**src/rtl/mem_arbiter_rr_if.sv**
```systemverilog
`default_nettype none
// ============================================================================
// Module : mem_arbiter_rr_if
// Brief  : Requester-side and memory-side bus bundle of the N-port arbiter.
// Rev    : 1.0 - initial release
// ============================================================================
interface mem_arbiter_rr_if #(
  parameter int ADDR_WIDTH = 20,
  parameter int DATA_WIDTH = 16,
  parameter int BE_WIDTH   = DATA_WIDTH / 8,
  parameter int N_PORTS    = 4,
  parameter int MAX_OUTST  = 4
);
  localparam int c_CNT_W = $clog2(MAX_OUTST) + 1;

  logic [N_PORTS*ADDR_WIDTH-1:0] p_address;
  logic [N_PORTS*BE_WIDTH-1:0]   p_byteenable;
  logic [N_PORTS-1:0]            p_read;
  logic [N_PORTS-1:0]            p_write;
  logic [N_PORTS*DATA_WIDTH-1:0] p_writedata;
  logic [N_PORTS-1:0]            p_waitrequest;
  logic [DATA_WIDTH-1:0]         p_readdata;
  logic [N_PORTS-1:0]            p_readdataready;

  logic [ADDR_WIDTH-1:0]         mem_address;
  logic [BE_WIDTH-1:0]           mem_byteenable;
  logic                          mem_read;
  logic                          mem_write;
  logic [DATA_WIDTH-1:0]         mem_writedata;
  logic                          mem_waitrequest;
  logic [DATA_WIDTH-1:0]         mem_readdata;
  logic                          mem_readdataready;

  logic [c_CNT_W-1:0]            outstanding;
  logic                          err_orphan;
  logic                          err_rdwr;

  // Environment view: requesters plus the external memory.
  modport master (
    output p_address, p_byteenable, p_read, p_write, p_writedata,
    output mem_waitrequest, mem_readdata, mem_readdataready,
    input  p_waitrequest, p_readdata, p_readdataready,
    input  mem_address, mem_byteenable, mem_read, mem_write, mem_writedata,
    input  outstanding, err_orphan, err_rdwr
  );

  // Arbiter view.
  modport slave (
    input  p_address, p_byteenable, p_read, p_write, p_writedata,
    input  mem_waitrequest, mem_readdata, mem_readdataready,
    output p_waitrequest, p_readdata, p_readdataready,
    output mem_address, mem_byteenable, mem_read, mem_write, mem_writedata,
    output outstanding, err_orphan, err_rdwr
  );
endinterface
`default_nettype wire

```
**src/rtl/mem_arbiter_rr.sv**
```systemverilog
`default_nettype none
// ============================================================================
// Module : mem_arbiter_rr
// Brief  : N-port round-robin / fixed-priority memory arbiter with read-ID FIFO.
// Rev    : 1.0 - initial release
// ============================================================================
module mem_arbiter_rr #(
  parameter int ADDR_WIDTH = 20,
  parameter int DATA_WIDTH = 16,
  parameter int BE_WIDTH   = DATA_WIDTH / 8,
  parameter int N_PORTS    = 4,
  parameter int MAX_OUTST  = 4,
  parameter int PRIO_MODE  = 0
) (
  input  wire logic       clock,
  input  wire logic       reset,
  mem_arbiter_rr_if.slave bus
);
  localparam int c_IDX_W = $clog2(N_PORTS);
  localparam int c_PTR_W = $clog2(MAX_OUTST);
  localparam int c_CNT_W = c_PTR_W + 1;
  localparam logic [N_PORTS-1:0] c_ONE = {{(N_PORTS-1){1'b0}}, 1'b1};

  typedef enum logic [0:0] {
    S_IDLE  = 1'b0,
    S_GRANT = 1'b1
  } state_t;

  state_t             r_state;
  logic [c_IDX_W-1:0] r_grant;
  logic [c_IDX_W-1:0] r_rr_ptr;
  logic [c_IDX_W-1:0] r_id_fifo [MAX_OUTST];
  logic [c_PTR_W-1:0] r_wr_ptr;
  logic [c_PTR_W-1:0] r_rd_ptr;
  logic [c_CNT_W-1:0] r_count;
  logic               r_err_orphan;
  logic               r_err_rdwr;

  logic               w_rd_blocked;
  logic [N_PORTS-1:0] w_req;
  logic [c_IDX_W-1:0] w_winner;
  logic               w_g_read;
  logic               w_g_write;
  logic               w_mem_read;
  logic               w_mem_write;
  logic               w_accept;
  logic               w_push;
  logic               w_pop;

  function automatic logic [c_IDX_W-1:0] f_rr_idx(input logic [c_IDX_W-1:0] ptr, input int k);
    int t;
    t = int'(ptr) + k;
    if (t >= N_PORTS) t = t - N_PORTS;
    return c_IDX_W'(t);
  endfunction

  assign w_rd_blocked = (r_count == c_CNT_W'(MAX_OUTST));
  assign w_req        = bus.p_write | (bus.p_read & {N_PORTS{~w_rd_blocked}});

  // Scan from the far end so the last hit is the highest-priority requester.
  always_comb begin
    w_winner = '0;
    for (int k = N_PORTS; k >= 1; k--) begin
      if (PRIO_MODE != 0) begin
        if (w_req[k-1]) w_winner = c_IDX_W'(k - 1);
      end else begin
        if (w_req[f_rr_idx(r_rr_ptr, k)]) w_winner = f_rr_idx(r_rr_ptr, k);
      end
    end
  end

  assign w_g_read    = bus.p_read[r_grant];
  assign w_g_write   = bus.p_write[r_grant];
  assign w_mem_write = (r_state == S_GRANT) & w_g_write;
  assign w_mem_read  = (r_state == S_GRANT) & w_g_read & ~w_g_write & ~w_rd_blocked;
  assign w_accept    = (w_mem_read | w_mem_write) & ~bus.mem_waitrequest;
  assign w_push      = w_mem_read & ~bus.mem_waitrequest;
  assign w_pop       = bus.mem_readdataready & (r_count != '0);

  assign bus.mem_read        = w_mem_read;
  assign bus.mem_write       = w_mem_write;
  assign bus.mem_address     = bus.p_address[int'(r_grant)*ADDR_WIDTH +: ADDR_WIDTH];
  assign bus.mem_byteenable  = bus.p_byteenable[int'(r_grant)*BE_WIDTH +: BE_WIDTH];
  assign bus.mem_writedata   = bus.p_writedata[int'(r_grant)*DATA_WIDTH +: DATA_WIDTH];
  assign bus.p_waitrequest   = w_accept ? ~(c_ONE << r_grant) : '1;
  assign bus.p_readdata      = bus.mem_readdata;
  assign bus.p_readdataready = w_pop ? (c_ONE << r_id_fifo[r_rd_ptr]) : '0;
  assign bus.outstanding     = r_count;
  assign bus.err_orphan      = r_err_orphan;
  assign bus.err_rdwr        = r_err_rdwr;

  always_ff @(posedge clock) begin
    if (w_push) r_id_fifo[r_wr_ptr] <= r_grant;
  end

  always_ff @(posedge clock) begin
    if (reset) begin
      r_state      <= S_IDLE;
      r_grant      <= '0;
      r_rr_ptr     <= c_IDX_W'(N_PORTS - 1);
      r_wr_ptr     <= '0;
      r_rd_ptr     <= '0;
      r_count      <= '0;
      r_err_orphan <= 1'b0;
      r_err_rdwr   <= 1'b0;
    end else begin
      if ((bus.p_read & bus.p_write) != '0) r_err_rdwr <= 1'b1;
      if (bus.mem_readdataready && (r_count == '0)) r_err_orphan <= 1'b1;
      if (w_push) r_wr_ptr <= r_wr_ptr + c_PTR_W'(1);
      if (w_pop)  r_rd_ptr <= r_rd_ptr + c_PTR_W'(1);
      case ({w_push, w_pop})
        2'b10:   r_count <= r_count + c_CNT_W'(1);
        2'b01:   r_count <= r_count - c_CNT_W'(1);
        default: r_count <= r_count;
      endcase
      case (r_state)
        S_IDLE: begin
          if (w_req != '0) begin
            r_grant <= w_winner;
            r_state <= S_GRANT;
          end
        end
        S_GRANT: begin
          // A withdrawn request abandons the grant without a bus command.
          if (w_accept) begin
            r_rr_ptr <= r_grant;
            r_state  <= S_IDLE;
          end else if (!(w_mem_read || w_mem_write)) begin
            r_state  <= S_IDLE;
          end
        end
        default: r_state <= S_IDLE;
      endcase
    end
  end
endmodule
`default_nettype wire

```
**src/flat_wrapper.sv**
```systemverilog
// flat-port wrapper written by rule: the top's interface ports become plain ports
module mem_arbiter_rr_flat 
#(
  parameter int ADDR_WIDTH = 20,
  parameter int DATA_WIDTH = 16,
  parameter int BE_WIDTH   = DATA_WIDTH / 8,
  parameter int N_PORTS    = 4,
  parameter int MAX_OUTST  = 4,
  parameter int PRIO_MODE  = 0
)
  (clock, reset, bus_p_address, bus_p_byteenable, bus_p_read, bus_p_write, bus_p_writedata, bus_mem_waitrequest, bus_mem_readdata, bus_mem_readdataready, bus_p_waitrequest, bus_p_readdata, bus_p_readdataready, bus_mem_address, bus_mem_byteenable, bus_mem_read, bus_mem_write, bus_mem_writedata, bus_outstanding, bus_err_orphan, bus_err_rdwr);
  mem_arbiter_rr_if #(.ADDR_WIDTH(ADDR_WIDTH), .DATA_WIDTH(DATA_WIDTH), .BE_WIDTH(BE_WIDTH), .N_PORTS(N_PORTS), .MAX_OUTST(MAX_OUTST)) bus_i ();
  input  wire logic clock;
  input  wire logic reset;
  input wire logic [$bits(bus_i.p_address)-1:0] bus_p_address;
  input wire logic [$bits(bus_i.p_byteenable)-1:0] bus_p_byteenable;
  input wire logic [$bits(bus_i.p_read)-1:0] bus_p_read;
  input wire logic [$bits(bus_i.p_write)-1:0] bus_p_write;
  input wire logic [$bits(bus_i.p_writedata)-1:0] bus_p_writedata;
  input wire logic [$bits(bus_i.mem_waitrequest)-1:0] bus_mem_waitrequest;
  input wire logic [$bits(bus_i.mem_readdata)-1:0] bus_mem_readdata;
  input wire logic [$bits(bus_i.mem_readdataready)-1:0] bus_mem_readdataready;
  output wire logic [$bits(bus_i.p_waitrequest)-1:0] bus_p_waitrequest;
  output wire logic [$bits(bus_i.p_readdata)-1:0] bus_p_readdata;
  output wire logic [$bits(bus_i.p_readdataready)-1:0] bus_p_readdataready;
  output wire logic [$bits(bus_i.mem_address)-1:0] bus_mem_address;
  output wire logic [$bits(bus_i.mem_byteenable)-1:0] bus_mem_byteenable;
  output wire logic [$bits(bus_i.mem_read)-1:0] bus_mem_read;
  output wire logic [$bits(bus_i.mem_write)-1:0] bus_mem_write;
  output wire logic [$bits(bus_i.mem_writedata)-1:0] bus_mem_writedata;
  output wire logic [$bits(bus_i.outstanding)-1:0] bus_outstanding;
  output wire logic [$bits(bus_i.err_orphan)-1:0] bus_err_orphan;
  output wire logic [$bits(bus_i.err_rdwr)-1:0] bus_err_rdwr;
  assign bus_i.p_address = bus_p_address;
  assign bus_i.p_byteenable = bus_p_byteenable;
  assign bus_i.p_read = bus_p_read;
  assign bus_i.p_write = bus_p_write;
  assign bus_i.p_writedata = bus_p_writedata;
  assign bus_i.mem_waitrequest = bus_mem_waitrequest;
  assign bus_i.mem_readdata = bus_mem_readdata;
  assign bus_i.mem_readdataready = bus_mem_readdataready;
  assign bus_p_waitrequest = bus_i.p_waitrequest;
  assign bus_p_readdata = bus_i.p_readdata;
  assign bus_p_readdataready = bus_i.p_readdataready;
  assign bus_mem_address = bus_i.mem_address;
  assign bus_mem_byteenable = bus_i.mem_byteenable;
  assign bus_mem_read = bus_i.mem_read;
  assign bus_mem_write = bus_i.mem_write;
  assign bus_mem_writedata = bus_i.mem_writedata;
  assign bus_outstanding = bus_i.outstanding;
  assign bus_err_orphan = bus_i.err_orphan;
  assign bus_err_rdwr = bus_i.err_rdwr;
  mem_arbiter_rr #(.ADDR_WIDTH(ADDR_WIDTH), .DATA_WIDTH(DATA_WIDTH), .BE_WIDTH(BE_WIDTH), .N_PORTS(N_PORTS), .MAX_OUTST(MAX_OUTST), .PRIO_MODE(PRIO_MODE)) u_core (.clock(clock), .reset(reset), .bus(bus_i));
endmodule
```
**config.mk**
```make
export PLATFORM = sky130hd
export DESIGN_NAME = mem_arbiter_rr_flat
export DESIGN_NICKNAME = d
export VERILOG_FILES = /design/src/rtl/mem_arbiter_rr_if.sv /design/src/rtl/mem_arbiter_rr.sv /design/src/flat_wrapper.sv
export SDC_FILE = /design/constraint.sdc
export NUM_CORES = 1
export LEC_CHECK = 0
export CAP_MARGIN = 20
export CORE_AREA = 2 2 97 99
export DETAILED_ROUTE_END_ITERATION = 8
export DIE_AREA = 0 0 99 101
export HOLD_SLACK_MARGIN = 0.1
export PLACE_DENSITY = 0.85
export SLEW_MARGIN = 20
export SYNTH_ARGS = -nofsm -noshare
export SYNTH_HDL_FRONTEND = slang
export SYNTH_SLANG_ARGS = --single-unit
```
**constraint.sdc**
```tcl
create_clock -name clock -period 2.5 [get_ports clock]
set_clock_uncertainty 0.15 [all_clocks]
set_input_delay 0.25 -clock clock [delete_from_list [all_inputs] [get_ports clock]]
set_output_delay 0.25 -clock clock [all_outputs]
set_load 0.005 [all_outputs]
```
==> key figures <==
Layout
  • Nets@finish: 589
  • Area Growth Syn to Fin: 108.9%
  • Finished Core Util: 52.96%
  • Most frequent cells in the layout: clkdlybuf4s50_1, mux4_2, nor2_1, buf_4, dfxtp_1
  • Commonest non-fill, non-tap cell in the layout: clkdlybuf4s50_1
  • Fillers: 771
  • Share of cells above drive strength 1: 20.65%
  • Final Non-Filler Cells: just over 500

Detailed routing
  • Post-route ant nets: 0
  • Via count: 2513
  • Initial DRC count: 98
  • Initial DRT Pass Iterations: 4
  • Detailed-route DRC error count: 0
  • Via density per instance: 4.889
  • Routed len/inst: around 20 um
  • Total wire length: 10.34 mm

Yosys
  • Sequential share of the synthesized area: roughly a quarter
  • Yosys top cell area share: 40.57%
  • Syn Area/Cell: 12.17 um2
  • Syn Inst Count: 187
  • Synth area leader: mux4_2
  • Synthesized flop and latch total: 24
  • Synth unique cells: 40
  • Mapped cell area: about 0.0023 mm2
  • Top area cells in the synthesized netlist: mux4_2, dfxtp_1, edfxtp_1, buf_4, nor2_1
  • Syn nets: between 300 and 400
  • Number of warnings issued by yosys: 0

Placed design
  • Placed Cells: 502
  • GP Congestion: 0.8869
  • HPWL Detailed: around 8.3 mm
  • Pre-CTS setup slack: -0.2830 ns
  • Port Buffers: 216

Clock network
  • Clock Sinks: 24
  • # hold bufs at CTS: 0
  • Root Buffer: clkbuf_8
  • Latest clock arrival within the worst-skew pair: around 0.27 ns
  • Total CTS buffers: 3
  • Clk slew on worst S/H paths: roughly 0.09 ns
  • CTS tree: done
  • H-tree depth: 1
  • Clk buf depth: 2

Die
  • # IOs: 249
  • Row count: 35
  • Starting Density: 25.35%
  • Core ar.: 0.008977 mm2
  • Chip Height: 101 um
  • Die ar.: about 0.01 mm2
  • Die Width: 99 um

Worst setup path
  • Critical Path Slowest Stage Cell: mux4_2
  • Delay-heaviest family, CP: multiplexers
  • Critical path type: reg -> reg
  • Crit end category: flop
  • CP Max Fanout: 3
  • Worst-path cell chain: mux4_2 -> buf_6 -> nand2_4 -> nor3_4 -> inv_1 -> ha_2 -> inv_2 -> fa_2 -> xor2_1 -> or3_1 -> a21oi_2
  • Crit start category: flop
  • Req. time, crit path: 2.54 ns
  • CP Buf/Inv Count: 3
  • Critical Path Max Stage Delay: 0.54 ns
  • Arrival time at the worst endpoint: 2.66 ns

Pwr
  • Share of power burned in registers: between 20 and 30%
  • Pwr Density: between 300 and 400 mW/mm2
  • Internal: approximately 1.3 mW
  • Pleak: 1.736 nW
  • Worst vdd ir: between 0.0002 and 0.00025 V
  • Sw Ratio: 25.82%
  • Clock power frac: between 10% and 20%
  • Switching power: 0.4583 mW
  • Total power: around 1.8 mW
  • Comb power frac: 55.5%

Hold path
  • Worst hold path class: in -> reg

STA
  • Final setup viols: 1
  • Final Cycle Share: 104.7%
  • Fmax: 0.3821 GHz
  • Setup ws final: -0.1172 ns
  • Final Hold Viols: 0
  • RSZ-0062 raised after global routing: true
  • Relative slew slack: 57.02%
  • Least-Margin Pin Slew: 0.6427 ns
  • Min Clock Period, post-route: 2.617 ns
  • Hold WS: 0.2626 ns
  • Slew Viols, Final: 0

Global routing
  • Met1 Usage GRT: 22.72%
  • First-pass GRT wire length: between 10 and 15 mm
  • Total GRT Usage: ~18%
  • Initial antenna violation count: 1
  • Largest net degree at the start of global routing: 49
  • Met3 Usage GRT: 4.924%
  • Met2 GRT Util: 32.12%
  • Vias in the first global route: between 2000 and 3000
  • Most Crowded Layer GR: met2
  • Global route total overflow: 0

Flow run
  • Max-cap violations: 0

Status
  • Status: complete, but fails checks
  • Failing checks: negative setup slack
[final timing paths]
kind | start | end | slack [ns] | cells past startpoint
max | u_core.r_grant[0] | u_core.bus.outstanding[2] | -0.12 | 11
max reg2reg | u_core.r_grant[0] | u_core.bus.outstanding[2] | -0.12 | 11
min | bus_p_read[1] | u_core.bus.err_rdwr | 0.26 | 4
min reg2reg | u_core.bus.err_orphan | u_core.bus.err_orphan | 0.32 | 2
[synthesized netlist by cell type, drive strengths merged]
master / count
fa: 1
or3b: 1
or3: 2
buf: 22
ha: 5
o21ai: 4
edfxtp: 8
a222oi: 1
nor2: 17
clkbuf: 7
or2: 1
and2: 6
mux4: 42
a31o: 1
nor3b: 3
dfxtp: 16
o2bb2ai: 1
o211ai: 1
nor3: 3
nor2b: 1
a211o: 2
nand2b: 3
and3: 1
or2b: 1
a31oi: 2
a41oi: 1
a311oi: 1
xnor2: 2
mux2i: 1
xor2: 3
nand2: 6
a21oi: 11
inv: 10
[final cells by class]
| class | count | area, um2 | area share [%] |
|---|---|---|---|
| Antenna cell | 1 | 2.502 | 0.05263 |
| Clock buffer | 3 | 41.29 | 0.8684 |
| Clock inverter | 1 | 30.03 | 0.6316 |
| Inverter | 10 | 37.54 | 0.7895 |
| Multi-Input combinational cell | 124 | 1523 | 32.03 |
| Sequential cell | 24 | 565.5 | 11.89 |
| Tap cell | 111 | 138.9 | 2.921 |
| Timing Repair Buffer | 240 | 2416 | 50.82 |
[logic make-up after synthesis]
logic type / after synthesis / synth area share (%)
AO/OA/AOI/OAI: 25 / 7.422
XOR/XNOR: 5 / 1.924
adder cells (fa/ha/maj): 6 / 3.628
buffers and inverters: 39 / 9.621
flip-flops: 24 / 24.63
multiplexers: 43 / 42.17
AND/OR/NAND/NOR: 45 / 10.61
[worst min-delay path: cells and delay by family]
kind	cells	cell delay [ns]
compound gates	2	0.17
buf+inv	2	0.23
[per-stage QoR]
step	setup TNS (ns)	instance area, um2
6_report	-0.1172	4755
3_5_place_dp	-1.056	4548
4_1_cts	-0.1341	4647
2_1_floorplan	-0.02988	2285
3_3_place_gp	-0.8645	4548
5_1_grt	-0.3125	4755
[metal layers]
metal  vias to the layer above  wire length [um]
met5                         -                 0
met4                         0               162
met3                        10               810
met2                       143              5325
met1                      1214              4037
li1                       1146                 -
[sequential cells by signal, summed over array words and instances (netlist names), named ones only]
| name | count |
|---|---|
| u_core.bus.err_orphan | 1 |
| u_core.bus.err_rdwr | 1 |
| u_core.bus.outstanding | 3 |
| u_core.r_grant | 2 |
| u_core.r_id_fifo | 8 |
| u_core.r_rd_ptr | 2 |
| u_core.r_rr_ptr | 2 |
| u_core.r_state | 1 |
| u_core.r_wr_ptr | 2 |
[power groups by stage]
stage | clock, mW | sequential [mW] | combinational (mW)
2_1_floorplan | 0 | 0.460 | 0.382
3_3_place_gp | 0 | 0.460 | 0.917
3_5_place_dp | 0 | 0.462 | 0.934
4_1_cts | 0.350 | 0.453 | 0.953
5_1_grt | 0.367 | 0.456 | 1.05
6_report | 0.338 | 0.452 | 0.985
[repair_timing]
item                       in CTS  in global routing
hold endpoints to repair        0                  0
pin swaps                       2                  1
resized for setup              13                 10
setup endpoints to repair       7                 41
setup buffers                   3                  2
cloned                          0                  3
Note: power is estimated with default switching activity, not from simulation.
